**config.mk**
```make
export PLATFORM = sky130hd
export DESIGN_NAME = sbc32_seq
export DESIGN_NICKNAME = d
export VERILOG_FILES = /design/src/rtl/sbc32_pkg.sv /design/src/rtl/sbc_digit.sv /design/src/rtl/sbc32_seq.sv
export SDC_FILE = /design/constraint.sdc
export NUM_CORES = 1
export LEC_CHECK = 0
export CORE_ASPECT_RATIO = 0.7
export CORE_UTILIZATION = 45
export DETAILED_ROUTE_END_ITERATION = 16
export GPL_ROUTABILITY_DRIVEN = 0
export HOLD_SLACK_MARGIN = 0.06
export PLACE_DENSITY = 0.68
export REMOVE_ABC_BUFFERS = 1
export SETUP_SLACK_MARGIN = 0.5
export SYNTH_ARGS = -nofsm -noshare
export SYNTH_HDL_FRONTEND = slang
export SYNTH_HIERARCHICAL = 1
export SYNTH_SLANG_ARGS = --single-unit
```
**constraint.sdc**
```tcl
create_clock -name clk -period 3.85 [get_ports clk]
set_input_delay 0.5775 -clock clk [delete_from_list [all_inputs] [get_ports clk]]
set_output_delay 0.5775 -clock clk [all_outputs]
set_load 0.01 [all_outputs]
```
**src/rtl/sbc32_pkg.sv**
```systemverilog
// Shared definitions for the sequential subtract-with-borrow unit:
// state encoding, default geometry and the digit-count helper.
package sbc32_pkg;

    localparam int WIDTH_DEF = 32;
    localparam int DIGIT_DEF = 4;

    typedef enum logic [1:0] {
        IDLE = 2'd0,
        RUN  = 2'd1,
        DONE = 2'd2
    } state_t;

    function automatic int n_digits(input int width, input int digit);
        return width / digit;
    endfunction

endpackage

```
**src/rtl/sbc_digit.sv**
```systemverilog
// One DIGIT-wide subtract-with-borrow slice; bout is set when the slice
// result went negative.
module sbc_digit #(
    parameter int DIGIT = 4
) (
    input  logic [DIGIT-1:0] a,
    input  logic [DIGIT-1:0] b,
    input  logic             bin,
    output logic [DIGIT-1:0] d,
    output logic             bout
);

    logic [DIGIT:0] diff;

    assign diff = {1'b0, a} - {1'b0, b} - {{DIGIT{1'b0}}, bin};
    assign d    = diff[DIGIT-1:0];
    assign bout = diff[DIGIT];

endmodule

```
**src/rtl/sbc32_seq.sv**
```systemverilog
// Multi-cycle subtract-with-borrow, DIGIT bits per clock, LSB first.
// Optional signed-overflow output V enabled by defining SBC32_SEQ_OVF_EN.
module sbc32_seq
    import sbc32_pkg::*;
#(
    parameter int WIDTH = WIDTH_DEF,
    parameter int DIGIT = DIGIT_DEF
) (
    input  logic             clk,
    input  logic             rst_n,
    input  logic             start,
    input  logic [WIDTH-1:0] A,
    input  logic [WIDTH-1:0] B,
    input  logic             Bin,
    output logic             busy,
    output logic             done,
    output logic [WIDTH:0]   D
`ifdef SBC32_SEQ_OVF_EN
    ,
    output logic             V
`endif
);

    localparam int N  = n_digits(WIDTH, DIGIT);
    localparam int CW = (N > 1) ? $clog2(N) : 1;

    state_t           state;
    logic [WIDTH-1:0] a_sh;
    logic [WIDTH-1:0] b_sh;
    logic [WIDTH-1:0] res_sh;
    logic             brw;
    logic [CW-1:0]    cnt;

    logic [DIGIT-1:0]       dig_d;
    logic                   dig_bout;
    logic [WIDTH+DIGIT-1:0] res_cat;
    logic [WIDTH-1:0]       res_next;
    logic                   last_digit;

    sbc_digit #(
        .DIGIT(DIGIT)
    ) u_digit (
        .a   (a_sh[DIGIT-1:0]),
        .b   (b_sh[DIGIT-1:0]),
        .bin (brw),
        .d   (dig_d),
        .bout(dig_bout)
    );

    // New digit enters at the MSB end; concatenation keeps DIGIT == WIDTH legal.
    assign res_cat    = {dig_d, res_sh};
    assign res_next   = res_cat[WIDTH+DIGIT-1:DIGIT];
    assign last_digit = (cnt == CW'(N - 1));

`ifdef SBC32_SEQ_OVF_EN
    logic a_msb;
    logic b_msb;
    logic v_q;

    assign V = v_q;
`endif

    always_ff @(posedge clk or negedge rst_n) begin
        if (!rst_n) begin
            state  <= IDLE;
            busy   <= 1'b0;
            done   <= 1'b0;
            D      <= '0;
            a_sh   <= '0;
            b_sh   <= '0;
            res_sh <= '0;
            brw    <= 1'b0;
            cnt    <= '0;
`ifdef SBC32_SEQ_OVF_EN
            a_msb  <= 1'b0;
            b_msb  <= 1'b0;
            v_q    <= 1'b0;
`endif
        end else begin
            case (state)
                IDLE, DONE: begin
                    done <= 1'b0;
                    if (start) begin
                        a_sh   <= A;
                        b_sh   <= B;
                        brw    <= Bin;
                        res_sh <= '0;
                        cnt    <= '0;
                        busy   <= 1'b1;
                        state  <= RUN;
`ifdef SBC32_SEQ_OVF_EN
                        a_msb  <= A[WIDTH-1];
                        b_msb  <= B[WIDTH-1];
`endif
                    end else begin
                        state <= IDLE;
                    end
                end
                RUN: begin
                    a_sh   <= a_sh >> DIGIT;
                    b_sh   <= b_sh >> DIGIT;
                    brw    <= dig_bout;
                    res_sh <= res_next;
                    cnt    <= cnt + 1'b1;
                    // D and V only ever change here, so partial results stay hidden.
                    if (last_digit) begin
                        state <= DONE;
                        busy  <= 1'b0;
                        done  <= 1'b1;
                        D     <= {dig_bout, res_next};
`ifdef SBC32_SEQ_OVF_EN
                        v_q   <= (a_msb != b_msb) && (res_next[WIDTH-1] != a_msb);
`endif
                    end
                end
                default: begin
                    state <= IDLE;
                    busy  <= 1'b0;
                    done  <= 1'b0;
                end
            endcase
        end
    end

endmodule

```
# --- Word level (Yosys, flattened, before mapping) ---
# Index checks and enable logic that the tools add are counted.
classes:
  n_mux: 18
  reduce_logical: 6
  n_eq_ne: 5
  add_sub_neg: 3
op_table:
  columns: ["op", "n"]
  rows:
  - ["one-hot mux 32 bit (2 select lines)", 3]
  - ["two-way mux 32 bit", 3]
  - ["two-way mux 1 bit", 6]
  - ["one-hot mux 3 bit (2 select lines)", 1]
  - ["AND reduction 2 bit", 3]
  - ["subtractor 4 x 4 -> 5 bit", 1]
  - ["subtractor 5 x 1 -> 5 bit", 1]
  - ["inequality test 2 bit, second input constant", 2]
  - ["one-hot mux 1 bit (2 select lines)", 2]
  - ["one-hot mux 2 bit (2 select lines)", 1]
  - ["adder 3 x 1 -> 3 bit, second input constant", 1]
  - ["== test 3 bit, second input constant", 1]
  - ["two-way mux 3 bit", 1]
  - ["== test 2 x 1 -> 1 bit, second input constant", 1]
  - ["== test 2 bit, second input constant", 1]
  - ["logical NOT 2 bit", 1]
  - ["two-way mux 2 bit", 1]
  - ["nonzero test 2 bit", 1]
  - ["OR reduction 2 bit", 1]
totals:
  register_bits: 137
  inputBits: 68
  wordCells: 41
  out_inout_bits: 35

# --- Logic depth before layout (Yosys ltp) ---
# Gate-level depths: netlist of run 1.
depth:
  word_depth: 4
  ltp_mapped: 10
  mapped_depth_nobuf: 10

# --- Cells and area by module ---
# Netlist of run 1, hierarchy kept.
by_module_without_submodules:
  columns: ["mod", "area_each_um2", "seq_area_each_um2", "cells_each", "n_inst"]
  rows:
  - ["sbc32_seq", 6617.6, 3303.2, 583, 1]
  - ["sbc_digit", 216.5, 0.0, 27, 1]

# --- Worst setup path after synthesis of run 1 ---
# No wires, ideal clock.
synth_path:
  path_kind: "register to register"
  start: "reg a_sh[0]"
  end: "reg res_sh[31]"
  path_buffers: 0
  path_stages_with_launch: 10
  t_arrival_ns: 1.889
  setup_time_ns: 0.128
  required_time_ns: 3.722
  period_less_slack_ns: 2.016
  slack_ns: 1.834
  path_cell_list: "dfrtp_1 -> fa_1 -> inv_1 -> ha_1 -> o21ai_0 -> nand3b_1 -> xor2_1 -> mux2_2 -> nand2_1 -> o21ai_0"
synth_between:
  elab_chain_cells: 3
synth_lines:
  columns: ["item", "line_no", "rtl"]
  rows:
  - ["start: declaration", "sbc32_seq.sv:28", "logic [WIDTH-1:0] a_sh;"]
  - ["start signal: assignment", "sbc32_seq.sv:100", "a_sh <= a_sh >> DIGIT;"]
  - ["subtractor 4 x 4 -> 5 bit", "sbc_digit.sv:15", "assign diff = {1'b0, a} - {1'b0, b} - {{DIGIT{1'b0}}, bin};"]
  - ["subtractor 5 x 1 -> 5 bit", "sbc_digit.sv:15", null]
  - ["via dig_d[3]", "sbc32_seq.sv:34", "logic [DIGIT-1:0] dig_d;"]
  - ["one-hot mux 32 bit (2 select lines)", "sbc32_seq.sv:80", "case (state)"]
  - ["end signal: assignment", "sbc32_seq.sv:103", "res_sh <= res_next;"]
  - ["end: declaration", "sbc32_seq.sv:30", "logic [WIDTH-1:0] res_sh;"]
# The timed path passes the listed nets, and every way through them passes these cells.
# A chain may end at the register's enable or synchronous reset.

# --- Worst setup path in the final report of run 1 ---
layout_path:
  start: "reg state[0]"
  end: "reg b_sh[31]"
layout_between:
  elab_chain_cells: 4
  elab_cells_between_ends: 8
  cone_classes: "eq/ne (3); mux (1); reduce/logical (4)"
layout_lines:
  columns: ["item", "line_no", "rtl"]
  rows:
  - ["start: declaration", "sbc32_seq.sv:27", "state_t state;"]
  - ["start signal: assignment", "sbc32_seq.sv:65", "state <= IDLE;"]
  - ["start signal: assignment", "sbc32_seq.sv:90", "state <= RUN;"]
  - ["start signal: assignment", "sbc32_seq.sv:96", "state <= IDLE;"]
  - ["== test 2 bit or logical NOT 2 bit (tied branches)", "sbc32_seq.sv:80", null]
  - ["OR reduction 2 bit", "sbc32_seq.sv:80", null]
  - ["inequality test 2 bit (no source line) or nonzero test 2 bit (tied branches)", null, null]
  - ["AND reduction 2 bit (no source line)", null, null]
  - ["end signal: assignment", "sbc32_seq.sv:101", "b_sh <= b_sh >> DIGIT;"]
  - ["end: declaration", "sbc32_seq.sv:29", "logic [WIDTH-1:0] b_sh;"]
# Parallel ways exist; a longest one is shown, timed or not.

==> impl_metrics.csv, run 1 <==
group,metric,value,unit
global_route,grt_pass1_vias,4608,
logic_synthesis,synth_xor_area_share,0.641,%
global_route,antenna_found_initial,0,
layout,drive_gt1_share,15.1,%
outcome,status,"complete, no violations",
worst_hold_path,min-delay-path-class,"input pin to asynchronous set/reset pin",
clocking,clock-sinks,132,
logic_synthesis,synth_seq_area_share,48.3,%
sta,max_slew_margin,34.7,%
logic_synthesis,synth-seq-cells,132,
clocking,cts_tree,"yes",
power,p_leak,3.58,nW
detailed_routing,wire_per_inst,15.7,um
logic_synthesis,yosysWarnings,6,
clocking,htreeDepth,4,
sta,whs,231,ps
clocking,root_buffer,"clkbuf_16",
clocking,clk_path_buf_depth,2,
floorplanning,rows,37,
setup_path,start_kind,"register",
place,dp.cells,863,
setup_path,arrival,2800,ps
power,powerDensity,831,nW/um^2
logic_synthesis,synth_compound_area_share,13.1,%
sta,slew_violations,0,
layout,multi_input_area,3200,um^2
setup_path,cp_slowest_cell,"buf_4",
global_route,track_usage,19.0,%
setup_path,path_cells,"buf_4, and2_1, nand2_1, o21ai_0",
layout,regArea,3310,um^2
layout,fin_cells,895,
layout,num_antenna_cells,0,
global_route,grt_pass1_wl,23.4,mm
setup_path,crit_fanout,109,
place,hpwlAfterDp,9.01,mm
place,port_buffers,102,
logic_synthesis,synthAdderAreaFrac,2.05,%
setup_path,end_kind,"register",
floorplanning,core,14800,um^2
setup_path,critPathLaunch,"state[0]",
run,drv_cap,0,
clocking,cts_hold_buf,0,
layout,nets,765,
logic_synthesis,synth_mux_area_share,20.0,%
sta,rsz0062_at_grt,"false",
floorplanning,io_pins,103,
sta,worst_slew_pin_slew,980,ps
clocking,insertion_delay,420,ps
setup_path,worstPathRequired,4170,ps
clocking,cts_buffers,17,
sta,min_period,2480,ps
detailed_routing,vias,4727,
sta,finalSetupViolations,0,
detailed_routing,wl,14.1,mm
logic_synthesis,yosys.area_share.simple,11.0,%
layout,fin_area,8490,um^2
detailed_routing,first_pass_iters,4,
floorplanning,fp.dieW,149,um
sta,skew,15.9,ps
floorplanning,start_util,46.3,%
logic_synthesis,yosysTopAreaCell,"dfrtp_1",
power,peakVddDrop,0.422,mV
detailed_routing,drt-initial-drc-count,290,
sta,clock.fmax,0.403,GHz
global_route,grt_overflow,0,
place,placed_cell_area,7860,um^2
sta,post-route-period-util,64.5,%
clocking,postCtsResizedCells,0,
logic_synthesis,synth_cell_type_count,33,
layout,fill_cells,1201,
floorplanning,dieHeight,105,um
detailed_routing,avgViaCountPerCell,5.28,
logic_synthesis,synth.avg_cell_area,11.2,um^2
global_route,grt_start_max_net_pins,110,
logic_synthesis,syn_area,6830,um^2
logic_synthesis,synth_top_area_share,48.3,%
setup_path,max_stage_delay,830,ps
floorplanning,die-area,15700,um^2
setup_path,critical_path_class,"register to register",
logic_synthesis,synthTopCellsByArea,"dfrtp_1, mux2i_1, mux2_4",
layout,area_growth,24.2,%
logic_synthesis,synth_top_family_by_area,"multiplexers",
logic_synthesis,synthCells,610,
clocking,path_clk_slew,60,ps
sta,tns,0,ps
clocking,post_cts_buffers,0,
detailed_routing,ant_nets,0,
detailed_routing,drcViolationCount,0,
sta,hold_viol_final,0,
setup_path,timing.rr.start,"state[0]",
path summary, 6_finish.rpt:
path | to | slack (ps) | depth (start not counted)
setup / recovery | b_sh[31] | 1370 | 4
hold / removal | D[5] | 230 | 1
setup reg to reg | b_sh[31] | 1370 | 4
hold reg to reg | a_sh[9] | 500 | 2
max in group asynchronous | res_sh[8] | 2760 | 2
min in group clk | a_sh[9] | 500 | 2
sequential cells by signal, summed over array words and instances, names as in the netlist:
name / cells
D: 33
cnt: 3
brw: 1
done: 1
res_sh: 28
state: 1
busy: 1
b_sh: 32
a_sh: 32
cells by family after synthesis:
kind of cell | after synthesis
AOI/OAI and AO/OA | 146
buffers and inverters | 61
muxes | 118
xor gates and xnor gates | 5
adders and majority gates | 10
and+or+nand+nor | 138
DFF | 132
synthesized netlist by cell type:
library cell and n:
a211oi_1 47, a21oi_1 47, a21oi_2 1, a221o_1 2, a22o_1 6, a22oi_1 2, and2_1 1, and3b_1 2
buf_2 19, buf_4 7, buf_6 7, clkbuf_1 16, dfrtp_1 132, fa_1 2, ha_1 8, inv_1 12
mux2_2 34, mux2_4 29, mux2i_1 55, nand2_1 39, nand2_4 1, nand2b_1 27, nand3_1 2, nand3b_1 1
nor2_1 10, nor2b_1 48, nor2b_4 1, nor3_1 6, o21ai_0 34, o21ai_1 1, o22ai_1 6, xnor2_1 2
xor2_1 3
worst max-delay path: cells and delay by family (launching register included):
kind,cells,cell delay (ps)
flip-flops,1,770
buffers and inverters,1,830
AO/OA/AOI/OAI,1,90
AND/OR/NAND/NOR,2,610
per-layer routing:
layer	global-route usage (%)	share of wire [%]	vias up
met3	4.54	3.8	17
met2	27.7	44	103
met1	28.0	51	2294
li1	-	-	2313
met5	0	0	-
met4	4.96	1.2	0
power by group:
group          leakage (nW)  internal, mW  switching, mW
Combinational          1.66          1.54           1.16
Sequential             1.62          2.05          0.582
Clock                 0.310          1.12          0.601
layout by cell type, fill, tap and decap left out, types with 17 or more instances in the layout:
cell type        netlist  routed
dfrtp_1              132     130
clkdlybuf4s50_1        0     100
mux2i_1               55      55
nor2b_1               48      48
a211oi_1              47      47
a21oi_1               47      47
nand2_1               39      39
o21ai_0               34      34
mux2_2                34      34
mux2_4                29      29
nand2b_1              27      27
clkbuf_16              0      17
metrics by stage:
| step | util, % | setup slack, ps | power [mW] |
|---|---|---|---|
| final | 57.5 | 1370 | 7.06 |
| after detailed placement | 53.2 | 1420 | 5.38 |
| after CTS | 57.5 | 1350 | 7.13 |
| after global routing | 57.5 | 1160 | 7.57 |
| after floorplan | - | -206 | 4.44 |
| after global placement | 53.2 | 1500 | 5.21 |
final cells by class:
type                            count  share of cell area (%)
Inverter                           12                   0.531
Sequential cell                   132                    39.0
Multi-Input combinational cell    417                    37.7
Clock buffer                       20                    5.38
Tap cell                          195                    2.87
Clock inverter                     12                    2.09
Timing Repair Buffer              107                    12.5
No activity file was read; power rests on OpenSTA's default activity.
==> run 2: changes to the inputs <==
--- a/config.mk
+++ b/config.mk
@@ -10,7 +10,7 @@
 export DETAILED_ROUTE_END_ITERATION = 16
 export GPL_ROUTABILITY_DRIVEN = 0
 export HOLD_SLACK_MARGIN = 0.06
-export PLACE_DENSITY = 0.68
+export PLACE_DENSITY = 0.71
 export REMOVE_ABC_BUFFERS = 1
 export SETUP_SLACK_MARGIN = 0.5
 export SYNTH_ARGS = -nofsm -noshare
==> constraint.sdc (replaced) <==
create_clock -name clk -period 2.2 [get_ports clk]
set_input_delay 0.33 -clock clk [delete_from_list [all_inputs] [get_ports clk]]
set_output_delay 0.33 -clock clk [all_outputs]
set_load 0.01 [all_outputs]
==> impl_metrics.csv, run 2 (synthesized netlist as in run 1, its figures left out) <==
group,metric,value,unit
layout,fill_cells,1193,
layout,regMostFlops,"D",
clocking,root_buffer,"clkbuf_16",
setup_path,end_kind,"register",
sta,post-route-period-util,94.1,%
detailed_routing,met3_wirelength,675,um
detailed_routing,wire_per_inst,15.6,um
layout,regArea,3310,um^2
clocking,clk_path_buf_depth,2,
power,p_leak,3.81,nW
worst_hold_path,min-delay-path-class,"input pin to register",
clocking,insertion_delay,420,ps
place,place_ws,56.8,ps
sta,max_slew_margin,57.4,%
sta,hold_viol_final,0,
global_route,grt_pass1_wl,23.5,mm
setup_path,cp_slowest_cell,"fa_2",
outcome,status,"complete, no violations",
detailed_routing,wl_met1,7.04,mm
floorplanning,die-area,15700,um^2
sta,min_period,2070,ps
setup_path,endpoint,"res_sh[31]",
global_route,antenna_found_initial,0,
layout,multi_input_area,3230,um^2
setup_path,critical_path_class,"register to register",
layout,final_common_cell,"dfrtp_1",
setup_path,r2r_end,"res_sh[31]",
floorplanning,rows,37,
detailed_routing,vias,4819,
place,hpwlAfterDp,9.27,mm
layout,largest_register_ffs,33,
detailed_routing,drcViolationCount,0,
setup_path,max_stage_delay,600,ps
clocking,htreeDepth,4,
floorplanning,core,14800,um^2
sta,skew,10.0,ps
setup_path,path_cells,"fa_2, inv_2, ha_4, o21ai_2, nand3b_1, xor2_1, mux2_2, nand2_1, o21ai_1",
detailed_routing,wl,14.3,mm
floorplanning,fp.dieW,149,um
detailed_routing,topRoutingLayerUsed,"met4",
power,powerDensity,1440,nW/um^2
layout,area_growth,28.1,%
sta,clock.fmax,0.483,GHz
sta,rsz0062_at_grt,"true",
run,drv_cap,0,
power,peakVddDrop,0.729,mV
setup_path,arrival,2360,ps
clocking,clock-sinks,132,
setup_path,critPathLaunch,"a_sh[0]",
sta,worst_slew_pin_slew,637,ps
layout,fin_cells,916,
setup_path,start_kind,"register",
layout,num_antenna_cells,0,
sta,fin_ws,130,ps
floorplanning,io_pins,103,
layout,reg_top3,"D: 33 flops, a_sh: 32 flops, b_sh: 32 flops",
setup_path,crit_fanout,2,
global_route,grt_pass1_vias,4587,
detailed_routing,first_pass_iters,4,
global_route,grt_start_max_net_pins,60,
clocking,cts_buffers,17,
place,port_buffers,102,
setup_path,reg2reg_depth,9,
detailed_routing,avgViaCountPerCell,5.26,
place,dp.cells,876,
setup_path,reg2reg_slack,130,ps
floorplanning,start_util,46.3,%
sta,slew_violations,0,
global_route,grt_overflow,0,
global_route,track_usage,19.3,%
setup_path,timing.rr.start,"a_sh[0]",
floorplanning,dieHeight,105,um
setup_path,worstPathRequired,2490,ps
sta,finalSetupViolations,0,
clocking,path_clk_slew,60,ps
detailed_routing,wl_met2,6.46,mm
layout,layout_common_cells,"dfrtp_1, clkdlybuf4s50_1, mux2i_1, nor2b_1",
layout,drive_gt1_share,19.0,%
detailed_routing,ant_nets,0,
clocking,cts_tree,"yes",
layout,nets,786,
detailed_routing,drt-initial-drc-count,255,
## run 2: repair_timing
action                                  in CTS  in global routing
endpoints found under the setup margin      69                 49
resized for setup                           11                 19
pin swaps                                    5                  4
hold buffers                                 1                  0
hold endpoints to repair                    56                  0
setup buffers                                7                  0
## run 2: critical path: cells and delay by family, from the launching register on
family	cells	cell delay (ps)
fa+ha+maj	2	750
flops	1	400
mux	1	260
compound gates	2	170
simple gates	2	150
buf+inv	1	50
xor+xnor	1	160
## run 2: worst min-delay path by stage
stage	startpoint	endpoint	slack (ps)	depth (start not counted)
after floorplan	rst_n	D[0]	30	0
final	start	res_sh[31]	400	2
after global placement	rst_n	D[17]	340	1
after CTS	start	res_sh[31]	380	2
after global routing	start	res_sh[31]	430	2
after detailed placement	rst_n	D[7]	340	1
## run 2: layout make-up
| type | count | area share [%] |
|---|---|---|
| clock buffer | 17 | 4.86 |
| timing repair buffer | 128 | 14.6 |
| tap | 195 | 2.79 |
| sequential | 132 | 37.8 |
| multi-input combinational | 417 | 36.9 |
| inverter | 12 | 0.515 |
| clock inverter | 15 | 2.47 |
## run 2: power by group
group	total, mW	internal, mW	switching [mW]
combinational	5.10	2.83	2.26
sequential	4.45	3.58	0.863
clock	3.08	1.93	1.15
## run 2: routing by layer
metal	up-vias	GRT usage [%]
li1	2354	-
met1	2356	28.3
met2	99	28.0
met3	10	5.15
met4	0	5.39
met5	-	0
## run 2: metrics by stage
stage          hold slack, ps  TNS (ps)  util [%]  area [um^2]  power [mW]
2_1_floorplan            34.4   -162400         -         6550        7.77
3_3_place_gp              337         0      54.0         7980        9.15
3_5_place_dp              344         0      54.0         7980        9.41
4_1_cts                   383         0      58.9         8700        12.7
5_1_grt                   426         0      59.3         8750        13.5
6_report                  396         0      59.3         8750        12.6
==> patch (flow settings as in run 2) <==
Add an input register stage for `start` and `Bin`, cleared by the reset; this delays them by one clock. The other inputs are not delayed to match.
--- a/src/rtl/sbc32_seq.sv
+++ b/src/rtl/sbc32_seq.sv
@@ -23,6 +23,19 @@
 
     localparam int N  = n_digits(WIDTH, DIGIT);
     localparam int CW = (N > 1) ? $clog2(N) : 1;
+
+    logic start_q;
+    logic Bin_q;
+
+    always_ff @(posedge clk or negedge rst_n) begin
+        if (!rst_n) begin
+            start_q <= '0;
+            Bin_q   <= '0;
+        end else begin
+            start_q <= start;
+            Bin_q   <= Bin;
+        end
+    end
 
     state_t           state;
     logic [WIDTH-1:0] a_sh;
@@ -80,10 +93,10 @@
             case (state)
                 IDLE, DONE: begin
                     done <= 1'b0;
-                    if (start) begin
+                    if (start_q) begin
                         a_sh   <= A;
                         b_sh   <= B;
-                        brw    <= Bin;
+                        brw    <= Bin_q;
                         res_sh <= '0;
                         cnt    <= '0;
                         busy   <= 1'b1;
Behaviour: not the same (Yosys sat finds a counterexample within 4 cycles, from zero or initial values and one cycle with rst_n low).
==> patch against run 2 <==
Global-route usage rose by 2.1 points; die area fell by 8.2%; area after synthesis fell by 8.3%; worst hold slack got worse by 0.032 ns; utilization rose by 2.9 points; total power fell by 2.3%; sequential cell count rose by 2; setup slack improved by 0.10 ns; sequential share of layout area rose by 2.7 points; wire length rose by 0.54%; final area fell by 5.2%; via count fell by 7.6%.
==> patch: results <==
export IMPL_cp_arrival_ns=2.26
export IMPL_hold_class="in -> async"
export IMPL_r2r_end="D[31]"
export IMPL_dp_slack_ns=0.179
export IMPL_drt_wirelength_per_cell_microns=17.5
export IMPL_grt_pass1_vias=4392
export IMPL_use_met2=0.314
export IMPL_rrSetupSlack_ns=0.24
export IMPL_dr_wl_met2_mm=6.38
export IMPL_grt_usage=0.214
export IMPL_dp_hpwl_mm=8.75
export IMPL_fillers=1032
export IMPL_holdWs_ns=0.364
export IMPL_ys_seq_area_frac=0.535
export IMPL_dpl_instance_area_sq_mm=0.00744
export IMPL_p_leak_nw=3.68
export IMPL_cts_resized_gates=12
export IMPL_netlist_top_cells_count="dfrtp_1, mux2i_1, nor2b_1, a211oi_1, a21oi_1"
export IMPL_grt_pass1_wl_mm=23.2
export IMPL_use_met1=0.307
export IMPL_avgSynthCellArea_sq_um=12.1
export IMPL_crit_fanout=3
export IMPL_dr_wl_met3_microns=893
export IMPL_worstSetupStartpoint="b_sh[0]"
export IMPL_detail_route_wirelength_mm=14.3
export IMPL_drive_gt1_frac=0.175
export IMPL_slowest_delay_ns=0.57
export IMPL_cts_setup_buffers=1
export IMPL_yosys_top_cells_area="dfrtp_1, mux2i_1, mux2_4"
export IMPL_rr_worst_depth=8
export IMPL_slew_headroom=0.648
export IMPL_dr_total_vias=4453
export IMPL_htree_levels=4
export IMPL_wl_met1_mm=6.88
export IMPL_grt_use_met3=0.0561
export IMPL_status="finished, final reports clean"
export IMPL_worst_ir_drop_vdd_v=0.000722
export IMPL_clock_latency_ns=0.42
export IMPL_dp_cells=775
-- patch: logic make-up after synthesis --
group,after synthesis,synth area share
DFF,134,0.535
buffers and inverters,56,0.0447
and+or+nand+nor,92,0.0807
xor gates and xnor gates,4,0.00559
AOI/OAI and AO/OA,139,0.152
muxes,84,0.159
adders and majority gates,10,0.0224
-- patch: power breakdown --
| part | switching, W | leakage [nW] | internal, W |
|---|---|---|---|
| Combinational | 0.00218 | 1.72 | 0.00261 |
| Sequential | 0.000824 | 1.66 | 0.00361 |
| Clock | 0.00110 | 0.303 | 0.00202 |
-- patch: final cells by class --
cell class,count,area [sq um],share of cell area
Sequential cell,134,3360,0.405
Multi-Input combinational cell,329,2650,0.320
Timing Repair Buffer,127,1360,0.163
Clock buffer,18,429,0.0517
Tap cell,185,231,0.0279
Clock inverter,14,224,0.0270
Inverter,12,45.0,0.00543
